### src/rtl/conv_layer_pkg.sv
// Shared types and helpers for the conv layer output path: fp32 word/row types,
// ReLU on a raw fp32 bit pattern, and element selection within a packed row.
package conv_layer_pkg;

  localparam int DATA_WIDTH = 32;
  localparam int ARRAY_SIZE = 6;
  localparam int SIGN_BIT   = DATA_WIDTH - 1;

  typedef logic [DATA_WIDTH-1:0]            word_t;
  typedef logic [ARRAY_SIZE*DATA_WIDTH-1:0] row_t;

  typedef enum logic {
    ST_IDLE  = 1'b0,
    ST_DRAIN = 1'b1
  } wr_state_e;

  // Any word with the sign bit set (including -0.0 and negative NaN) becomes +0.0.
  function automatic word_t relu(input word_t w);
    return w[SIGN_BIT] ? '0 : w;
  endfunction

  // Element 0 occupies the most significant slice of the row.
  function automatic word_t word_sel(input row_t r, input int i);
    return r[(ARRAY_SIZE-i)*DATA_WIDTH-1 -: DATA_WIDTH];
  endfunction

endpackage

### src/rtl/conv_row_pingpong.sv
// Two-entry row buffer: rows are written at the write pointer and read combinationally
// at the read pointer; count tracks occupancy for the producer/consumer handshake.
module conv_row_pingpong #(
  parameter int ROW_W = 192
) (
  input  logic             clk,
  input  logic             rst_n,
  input  logic             clear,
  input  logic             push,
  input  logic             pop,
  input  logic [ROW_W-1:0] wr_row,
  output logic [ROW_W-1:0] rd_row,
  output logic [1:0]       count,
  output logic             full,
  output logic             empty
);

  logic [ROW_W-1:0] bank [2];
  logic             wr_ptr;
  logic             rd_ptr;

  always_ff @(posedge clk or negedge rst_n) begin
    if (!rst_n) begin
      wr_ptr <= 1'b0;
      rd_ptr <= 1'b0;
      count  <= 2'd0;
    end else if (clear) begin
      wr_ptr <= 1'b0;
      rd_ptr <= 1'b0;
      count  <= 2'd0;
    end else begin
      if (push) wr_ptr <= ~wr_ptr;
      if (pop)  rd_ptr <= ~rd_ptr;
      case ({push, pop})
        2'b10:   count <= count + 2'd1;
        2'b01:   count <= count - 2'd1;
        default: count <= count;
      endcase
    end
  end

  // NOTE: the row storage has no reset; occupancy is tracked by count, so stale
  // contents are never observable and the wide registers stay off the reset tree.
  always_ff @(posedge clk) begin
    if (push) bank[wr_ptr] <= wr_row;
  end

  assign rd_row = bank[rd_ptr];
  assign full   = (count == 2'd2);
  assign empty  = (count == 2'd0);

endmodule

### src/rtl/conv_feature_writer.sv
// Output stage of the conv layer: captures kernel-array rows (optional ReLU) into a
// ping-pong buffer and serialises them word by word onto a valid/ready write port.
module conv_feature_writer #(
  parameter int DATA_WIDTH = conv_layer_pkg::DATA_WIDTH,
  parameter int ARRAY_SIZE = conv_layer_pkg::ARRAY_SIZE,
  parameter int OUT_ROWS   = 6,
  parameter int ADDR_WIDTH = 8,
  parameter int BASE_ADDR  = 0
) (
  input  logic                             clk,
  input  logic                             rst_n,
  input  logic [ARRAY_SIZE*DATA_WIDTH-1:0] feature,
  input  logic                             feature_valid,
  input  logic                             relu_en,
  input  logic                             flush,
  output logic                             feature_ready,
  output logic [DATA_WIDTH-1:0]            out_data,
  output logic [ADDR_WIDTH-1:0]            out_addr,
  output logic                             out_valid,
  input  logic                             out_ready,
  output logic                             row_done,
  output logic                             frame_done,
  output logic                             overflow
);

  import conv_layer_pkg::*;

  localparam int COL_W = (ARRAY_SIZE > 1) ? $clog2(ARRAY_SIZE) : 1;
  localparam int ROW_W = (OUT_ROWS > 1) ? $clog2(OUT_ROWS) : 1;

  wr_state_e        state_q;
  wr_state_e        state_d;
  logic [COL_W-1:0] col_q;
  logic [ROW_W-1:0] row_q;
  logic             row_done_q;
  logic             frame_done_q;
  logic             overflow_q;

  row_t       relu_row;
  row_t       rd_row;
  logic [1:0] count;
  logic       full;
  logic       empty;
  logic       push;
  logic       pop;
  logic       hs;
  logic       last_col;
  logic       last_row;

  // NOTE: combinational blocks assign every output a default first so no path
  // through the block can leave a signal unassigned and infer a latch.
  always_comb begin
    relu_row = feature;
    if (relu_en) begin
      for (int i = 0; i < ARRAY_SIZE; i++) begin
        relu_row[(ARRAY_SIZE-i)*DATA_WIDTH-1 -: DATA_WIDTH] = relu(word_sel(feature, i));
      end
    end
  end

  // A row is only accepted when a bank is free; flush discards a same-cycle strobe.
  assign push     = feature_valid & ~full & ~flush;
  assign hs       = out_valid & out_ready;
  assign last_col = (col_q == COL_W'(ARRAY_SIZE - 1));
  assign last_row = (row_q == ROW_W'(OUT_ROWS - 1));
  assign pop      = hs & last_col & ~flush;

  conv_row_pingpong #(
    .ROW_W (ARRAY_SIZE*DATA_WIDTH)
  ) u_pingpong (
    .clk    (clk),
    .rst_n  (rst_n),
    .clear  (flush),
    .push   (push),
    .pop    (pop),
    .wr_row (relu_row),
    .rd_row (rd_row),
    .count  (count),
    .full   (full),
    .empty  (empty)
  );

  always_ff @(posedge clk or negedge rst_n) begin
    if (!rst_n) state_q <= ST_IDLE;
    else        state_q <= state_d;
  end

  // Leaving DRAIN only when the bank just freed was the last one and nothing refills it.
  always_comb begin
    state_d = state_q;
    case (state_q)
      ST_IDLE:  if (push || !empty) state_d = ST_DRAIN;
      ST_DRAIN: if (pop && (count == 2'd1) && !push) state_d = ST_IDLE;
      default:  state_d = ST_IDLE;
    endcase
    if (flush) state_d = ST_IDLE;
  end

  // NOTE: sequential state uses non-blocking assignments so every register samples
  // pre-edge values regardless of statement order.
  always_ff @(posedge clk or negedge rst_n) begin
    if (!rst_n) begin
      col_q        <= '0;
      row_q        <= '0;
      row_done_q   <= 1'b0;
      frame_done_q <= 1'b0;
      overflow_q   <= 1'b0;
    end else if (flush) begin
      col_q        <= '0;
      row_q        <= '0;
      row_done_q   <= 1'b0;
      frame_done_q <= 1'b0;
      overflow_q   <= 1'b0;
    end else begin
      row_done_q   <= pop;
      frame_done_q <= pop & last_row;
      if (feature_valid && full) overflow_q <= 1'b1;
      if (hs) begin
        if (last_col) begin
          col_q <= '0;
          row_q <= last_row ? '0 : row_q + ROW_W'(1);
        end else begin
          col_q <= col_q + COL_W'(1);
        end
      end
    end
  end

  assign out_valid     = (state_q == ST_DRAIN);
  assign feature_ready = ~full;
  assign out_data      = out_valid ? word_sel(rd_row, int'(col_q)) : '0;
  assign out_addr      = out_valid ? ADDR_WIDTH'(BASE_ADDR)
                                     + ADDR_WIDTH'(row_q) * ADDR_WIDTH'(ARRAY_SIZE)
                                     + ADDR_WIDTH'(col_q)
                                   : '0;
  assign row_done      = row_done_q;
  assign frame_done    = frame_done_q;
  assign overflow      = overflow_q;

endmodule
### config.mk
export PLATFORM = sky130hd
export DESIGN_NAME = conv_feature_writer
export DESIGN_NICKNAME = d
export VERILOG_FILES = /design/src/rtl/conv_layer_pkg.sv /design/src/rtl/conv_row_pingpong.sv /design/src/rtl/conv_feature_writer.sv
export SDC_FILE = /design/constraint.sdc
export NUM_CORES = 1
export LEC_CHECK = 0
export ABC_AREA = 1
export BUFFER_PORTS_ARGS = -buffer_cell sky130_fd_sc_hd__clkbuf_2
export CORE_UTILIZATION = 60
export DETAILED_ROUTE_END_ITERATION = 10
export PLACE_DENSITY = 0.82
export SKIP_CTS_REPAIR_TIMING = 1
export SYNTH_ARGS = -nofsm -noshare
export SYNTH_HDL_FRONTEND = slang
export SYNTH_SLANG_ARGS = --single-unit
### constraint.sdc
create_clock -name clk -period 17.9 [get_ports clk]
set_input_delay 2.685 -clock clk [delete_from_list [all_inputs] [get_ports clk]]
set_output_delay 2.685 -clock clk [all_outputs]
set_load 0.05 [all_outputs]
==> reports/metrics.cfg, run 1 <==
[routing]
dr.first_iter.drc_count=1764
wl_um=46650
routed-via-count=14140
router_iterations_before_antenna_repair=6
ant_nets=0
post_drt_wl_per_cell_um=17.78
vias_per_cell=5.388
drc=0

[sta]
finalHoldViolations=0
drv_slew=0
setup_violations=0
setup_repair_after_global_routing_missed_its_margin=false
slew_headroom_pct=15.73
skew_ns=0.01087
final.min_clock_period_ns=7.170
max_freq_mhz=139.5
worstMarginPinSlew_ns=1.264
setup_tns_ns=0
timing.final.crit_share_pct=40.06

[worst_setup_path]
timing_worst_setup_path_type=reg2out
crit_path_start_kind=flip-flop
cp.arrival_ns=4.49
crit_path_end_kind=primary output
critical_path_maximum_fanout=42
critPathRequiredTime_ns=15.21

[floorplanning]
initial_utilization_pct=60.97
die_width_um=178.1
dieArea_um2=31710
floorplan.rows=64
io_pins=243
coreArea_um2=30510
dieHeight_um=178.1

[cells_and_area]
final_layout_size_suffix_gt1_share_pct=14.32
finalInstanceArea_um2=21080
multi_input_area_um2=4840
nNetsFinal=2414
area.sequential_um2=11890
final.fill_count=2293
layout-area-overhead-vs-synth_pct=13.34

[placement]
post_dp_cell_area_um2=19890
port_buffers=241
gp_congestion=0.8655
detailed_placement_wirelength_estimate_um=29280

[logic_synthesis]
ys_top_cells_by_area=sky130_fd_sc_hd__edfxtp_1 62%, sky130_fd_sc_hd__nand2_1 12%, sky130_fd_sc_hd__inv_1 7.1%
synth.top_cell.area_share_pct=61.99
synth.ff_latch_count=398
ys_async_sr_fraction_pct=3.518
synthMostInstantiatedCell=sky130_fd_sc_hd__nand2_1
synth_xor_area_share_pct=0.09416
synth_cell_types=30
edff_count_synth=384
synthesis.area_um2=18600
synthesis.nets=2217
netlist.top_cell.by_area=sky130_fd_sc_hd__edfxtp_1
yosys_warnings=0
synthSimpleGateAreaFrac_pct=23.04
seq_area_frac_synth_pct=63.87
muxShareOfSynthArea_pct=0
syn-mean-instance-area_um2=9.278
ys_top_cells_by_count=611 x sky130_fd_sc_hd__nand2_1, 384 x sky130_fd_sc_hd__edfxtp_1, 350 x sky130_fd_sc_hd__inv_1
synth_top_family_by_area=simple AND/OR/NAND/NOR gates
syn-instance-count=2005
ys_dominant_reg_cell=sky130_fd_sc_hd__edfxtp_1
synth_adder_area_share_pct=1.022
synth_compound_area_share_pct=1.695

[cts]
clkLatencyLatePin_ns=0.52
cts_htree_levels=2
clock_slew_at_reported_path_ffs_ns=0.06
clockRootBuffer=sky130_fd_sc_hd__clkbuf_16
numCtsBuffers=39
clock_sink_count=398
cts-root-to-sink-buffers=3
cts_tree=done

[min_path]
timing.hold.worst.class=reg2reg

[grt]
grt_start_max_net_pins=193
grt_first_pass_wirelength_um=70970
antenna_violations_before_repair=1
grt_remaining_overflow=0
grt_util_all_layers_pct=29.62
grt_pass1_vias=13560

[pwr]
power.leakage_nw=9.875
power.ir.vdd_worst_v=0.00007537
power_mw=2.198
power_density_relative_to_cell_area_nw_per_um2=104.2

[outcome]
status=finished clean

[flow_run]
max_cap_viol_count=0

cell type report:
cell class                      count  share of cell area [%]
Inverter                          355                   6.344
Multi-Input combinational cell   1152                   22.95
Tap cell                          396                   2.350
Sequential cell                   398                   56.38
Clock inverter                     16                  0.6231
Clock buffer                       50                   5.026
Antenna cell                        1                 0.01187
Timing Repair Buffer              256                   6.314
flip-flops by register name (all words and copies together), names as in the netlist:
name	flops
row_q	3
u_pingpong.count	2
u_pingpong.wr_ptr	1
out_valid	1
frame_done	1
overflow	1
col_q	3
u_pingpong.rd_ptr	1
u_pingpong.bank	384
row_done	1
stage by stage:
step | worst slack [ns] | cells | util, % | hold slack (ns)
floorplan | 6.145 | 2005 | - | 0.4728
global placement | 11.45 | 2557 | 65.19 | 0.4884
detailed placement | 11.37 | 2557 | 65.19 | 0.5159
CTS | 10.78 | 2623 | 69.10 | 0.5295
global route | 10.59 | 2624 | 69.11 | 0.5448
finish | 10.73 | 2624 | 69.11 | 0.5264
logic make-up after synthesis:
kind of cell / Yosys count
compound gates: 60
xor+xnor: 2
fa+ha+maj: 14
buf+inv: 455
flops: 398
other cells: 1
simple gates: 1075
path summary, 6_finish.rpt:
path / start / to / slack [ns] / cells after the start
max: col_q[0] / out_data[20] / 10.73 / 11
min: u_pingpong.count[1] / u_pingpong.count[1] / 0.53 / 2
max reg2reg: u_pingpong.count[0] / u_pingpong.bank[0][163] / 14.05 / 9
min reg2reg: u_pingpong.count[1] / u_pingpong.count[1] / 0.53 / 2
max in group asynchronous: rst_n / u_pingpong.rd_ptr / 15.54 / 1
min in group asynchronous: rst_n / row_done / 2.06 / 1
critical path, stage by stage, from the launching register on:
cell	delay [ns]
sky130_fd_sc_hd__dfrtp_2	0.80
sky130_fd_sc_hd__buf_4	0.61
sky130_fd_sc_hd__inv_2	0.09
sky130_fd_sc_hd__ha_1	0.34
sky130_fd_sc_hd__buf_4	0.30
sky130_fd_sc_hd__nor2_4	0.78
sky130_fd_sc_hd__nand3_1	0.24
sky130_fd_sc_hd__nand2_1	0.15
sky130_fd_sc_hd__nor2_1	0.05
sky130_fd_sc_hd__nand2_1	0.19
sky130_fd_sc_hd__nor2_1	0.09
sky130_fd_sc_hd__clkbuf_2	0.24
report_power, final:
part | switching (mW) | internal [mW] | total [mW]
clock network | 0.331 | 0.446 | 0.777
logic | 0.234 | 0.0806 | 0.314
registers | 0.0175 | 1.09 | 1.11
total | 0.582 | 1.62 | 2.20
cells in the final DEF, fill, tap and decap left out, types with 2 or more instances in the layout:
master	count
sky130_fd_sc_hd__nand2_1	611
sky130_fd_sc_hd__edfxtp_1	384
sky130_fd_sc_hd__inv_1	350
sky130_fd_sc_hd__nor2_1	267
sky130_fd_sc_hd__clkbuf_2	241
sky130_fd_sc_hd__nand3_1	191
sky130_fd_sc_hd__a21oi_1	44
sky130_fd_sc_hd__clkbuf_16	41
sky130_fd_sc_hd__buf_4	14
sky130_fd_sc_hd__ha_1	12
sky130_fd_sc_hd__dfrtp_1	12
sky130_fd_sc_hd__o21ai_0	10
sky130_fd_sc_hd__clkbuf_1	9
sky130_fd_sc_hd__clkinv_1	8
sky130_fd_sc_hd__clkinv_2	5
sky130_fd_sc_hd__nor2_4	3
sky130_fd_sc_hd__inv_2	2
sky130_fd_sc_hd__inv_6	2
sky130_fd_sc_hd__o22ai_1	2
sky130_fd_sc_hd__fa_1	2
sky130_fd_sc_hd__bufinv_16	2
sky130_fd_sc_hd__clkinvlp_4	2
metal layers:
metal | GRT usage (%) | share of wire, % | vias to the layer above | routed length (um)
li1 | - | - | 6661 | -
met4 | 9.900 | 2.4 | 0 | 1132
met3 | 5.861 | 11 | 92 | 5127
met5 | 0 | 0 | - | 0
met2 | 45.18 | 46 | 818 | 21320
met1 | 42.76 | 41 | 6567 | 19070
Power figures use the tool's default switching activity.
==> run 2: changes to the inputs <==
--- a/config.mk
+++ b/config.mk
@@ -7,9 +7,9 @@
 export LEC_CHECK = 0
 export ABC_AREA = 1
 export BUFFER_PORTS_ARGS = -buffer_cell sky130_fd_sc_hd__clkbuf_2
-export CORE_UTILIZATION = 60
+export CORE_UTILIZATION = 58
 export DETAILED_ROUTE_END_ITERATION = 10
-export PLACE_DENSITY = 0.82
+export PLACE_DENSITY = 0.8
 export SKIP_CTS_REPAIR_TIMING = 1
 export SYNTH_ARGS = -nofsm -noshare
 export SYNTH_HDL_FRONTEND = slang
==> constraint.sdc (replaced) <==
create_clock -name clk -period 7.34 [get_ports clk]
set_input_delay 1.101 -clock clk [delete_from_list [all_inputs] [get_ports clk]]
set_output_delay 1.101 -clock clk [all_outputs]
set_load 0.05 [all_outputs]
==> run 2 against run 1 <==
  * Wire length fell by 1.5%
  * Via count shrank 0.79%
  * Critical path depth fell by 2
  * First-iteration DRC count shrank 11%
  * Highest routed layer unchanged
  * Cell count rose by 0.27%
  * Worst hold slack got worse by 0.060 ns
  * Sequential power is 140% higher
==> reports/metrics.cfg, run 2 (synthesis results as in run 1) <==
[pwr]
power.leakage_nw=9.896  ; +0.21%
power.ir.vdd_worst_v=0.0001710  ; +130%
power_density_relative_to_cell_area_nw_per_um2=256.2  ; +150%

[sta]
setup_tns_ns=0  ; unchanged
final.min_clock_period_ns=4.973
max_freq_mhz=201.1
skew_ns=0.01775  ; +0.006878 ns
timing.final.crit_share_pct=67.76
worstMarginPinSlew_ns=1.244  ; -0.01975 ns
setup_violations=0  ; unchanged
setup_repair_after_global_routing_missed_its_margin=false
drv_slew=0  ; unchanged
slew_headroom_pct=17.05  ; +1.3 points
finalHoldViolations=0  ; unchanged

[placement]
post_dp_cell_area_um2=19900  ; about the same
gp_congestion=0.8438  ; -2.5%
detailed_placement_wirelength_estimate_um=28850  ; -1.5%
port_buffers=241  ; unchanged

[worst_setup_path]
startpoint=u_pingpong.rd_ptr
critical_path_maximum_fanout=87  ; +110%
worstPathCellList=buf_4 > buf_4 > nand2_1 > nand3_1 > nand2_1 > nor2_1 > nand2_1 > nor2_1 > clkbuf_2
path_common_cell=sky130_fd_sc_hd__nand2_1
worst_path_cell_with_the_longest_stage_delay=sky130_fd_sc_hd__buf_4
crit_path_start_kind=flip-flop
cp_slowest_stage_delay_ns=0.86  ; +0.06 ns
cp.arrival_ns=3.87  ; -0.62 ns
timing_worst_setup_path_type=reg2out
crit_path_end_kind=primary output
critPathRequiredTime_ns=6.24  ; -8.97 ns
reg2reg_from=u_pingpong.count[0]

[cells_and_area]
area.sequential_um2=11890  ; unchanged
nNetsFinal=2415  ; +0.041%
layout-area-overhead-vs-synth_pct=13.57
final.fill_count=2437  ; +6.3%
largest_register=u_pingpong.bank
largest_register_ff_count=384  ; unchanged
biggestRegsByFlops=u_pingpong.bank x384, col_q x3, row_q x3
final_cell_mix=611 x sky130_fd_sc_hd__nand2_1, 384 x sky130_fd_sc_hd__edfxtp_1, 350 x sky130_fd_sc_hd__inv_1
multi_input_area_um2=4840  ; unchanged
num_antenna_cells=0  ; -1
finalInstanceArea_um2=21130  ; +0.21%
final_layout_size_suffix_gt1_share_pct=14.36  ; +0.032 points
layout_commonest_cell=sky130_fd_sc_hd__nand2_1

[grt]
grt_remaining_overflow=0  ; unchanged
antenna_violations_before_repair=0  ; -1
grt_first_pass_wirelength_um=71730  ; +1.1%
grt_pass1_vias=13560  ; +0.052%
grt_start_max_net_pins=169  ; -12%
grt_util_all_layers_pct=28.16  ; -1.5 points

[routing]
dr.first_iter.drc_count=1573  ; -11%
router_iterations_before_antenna_repair=6  ; unchanged
drc=0  ; unchanged
post_drt_wl_per_cell_um=17.46  ; -1.8%
ant_nets=0  ; unchanged
wl_um=45940  ; -1.5%
routed-via-count=14030  ; -0.79%
vias_per_cell=5.331  ; -1.0%

[floorplanning]
dieArea_um2=32790  ; +3.4%
io_pins=243  ; unchanged
die_width_um=181.1  ; +1.7%
initial_utilization_pct=58.95  ; -2.0 points
coreArea_um2=31560  ; +3.4%
dieHeight_um=181.1  ; +1.7%
floorplan.rows=65  ; +1.6%

[cts]
cts_tree=done
clock_sink_count=398  ; unchanged
cts-root-to-sink-buffers=3  ; unchanged
cts_htree_levels=2  ; unchanged
clock_slew_at_reported_path_ffs_ns=0.06  ; about the same
numCtsBuffers=40  ; +2.6%
clkLatencyLatePin_ns=0.53  ; about the same
clockRootBuffer=sky130_fd_sc_hd__clkbuf_16

[outcome]
status=finished clean

[flow_run]
max_cap_viol_count=0  ; unchanged

[min_path]
timing.hold.worst.class=in2async

-- run 2: cell types whose count changed in the layout (fill, tap and decap cells not counted), sizes merged --
cell / previous run / this run
clkinvlp: 2 / 1
inv: 354 / 356
bufinv: 2 / 3
diode: 1 / 0
clkinv: 13 / 12
clkbuf: 291 / 292
-- run 2: report_power, final --
group / switching (mW) / total (mW) / leakage [nW] / internal, mW
Sequential: 0.0362 / 2.69 / 3.74 / 2.66
Combinational: 0.568 / 0.765 / 5.56 / 0.197
Clock: 0.826 / 1.95 / 0.598 / 1.13
-- run 2: area by class of cell --
cell class	instances	area share [%]
flip-flops and latches	398	56.26
multi-input cells	1152	22.91
inverters	355	6.331
repair buffers	256	6.301
clock buffers	51	5.034
well taps	402	2.381
clock inverters	17	0.7876
-- run 2: worst paths after layout --
path / cells past startpoint / end / slack [ns]
max in group asynchronous: 1 / u_pingpong.rd_ptr / 6.58
worst max register to register: 9 / u_pingpong.bank[0][88] / 4.19
min in group clk: 2 / overflow / 0.51
worst min register to register: 2 / overflow / 0.51
worst min-delay path: 1 / out_valid / 0.47
worst max-delay path: 9 / out_data[31] / 2.37
-- run 2: stage by stage --
step / hold slack (ns) / setup slack (ns) / total power [mW] / util, % / std cells
global placement: 0.4923 / 3.029 / 3.471 / 63.06 / 2563
finish: 0.4663 / 2.367 / 5.412 / 66.95 / 2631
global route: 0.4760 / 2.123 / 5.589 / 66.95 / 2631
floorplan: 0.4728 / 0.5415 / 3.249 / - / 2005
CTS: 0.4671 / 2.377 / 5.424 / 66.95 / 2631
detailed placement: 0.4895 / 2.942 / 3.491 / 63.06 / 2563
-- run 2: worst max-delay path, delay by kind of cell, from the launching register on --
kind | cells | cell delay (ns)
and+or+nand+nor | 6 | 0.72
buffers and inverters | 3 | 1.94
DFF | 1 | 0.62
-- run 2: per-layer routing --
metal,vias to the layer above,share of wire [%],GRT usage [%]
met3,89,10,4.697
met1,6533,42,41.69
met2,751,45,42.52
met4,0,2.8,9.458
met5,-,0,0
li1,6654,-,-
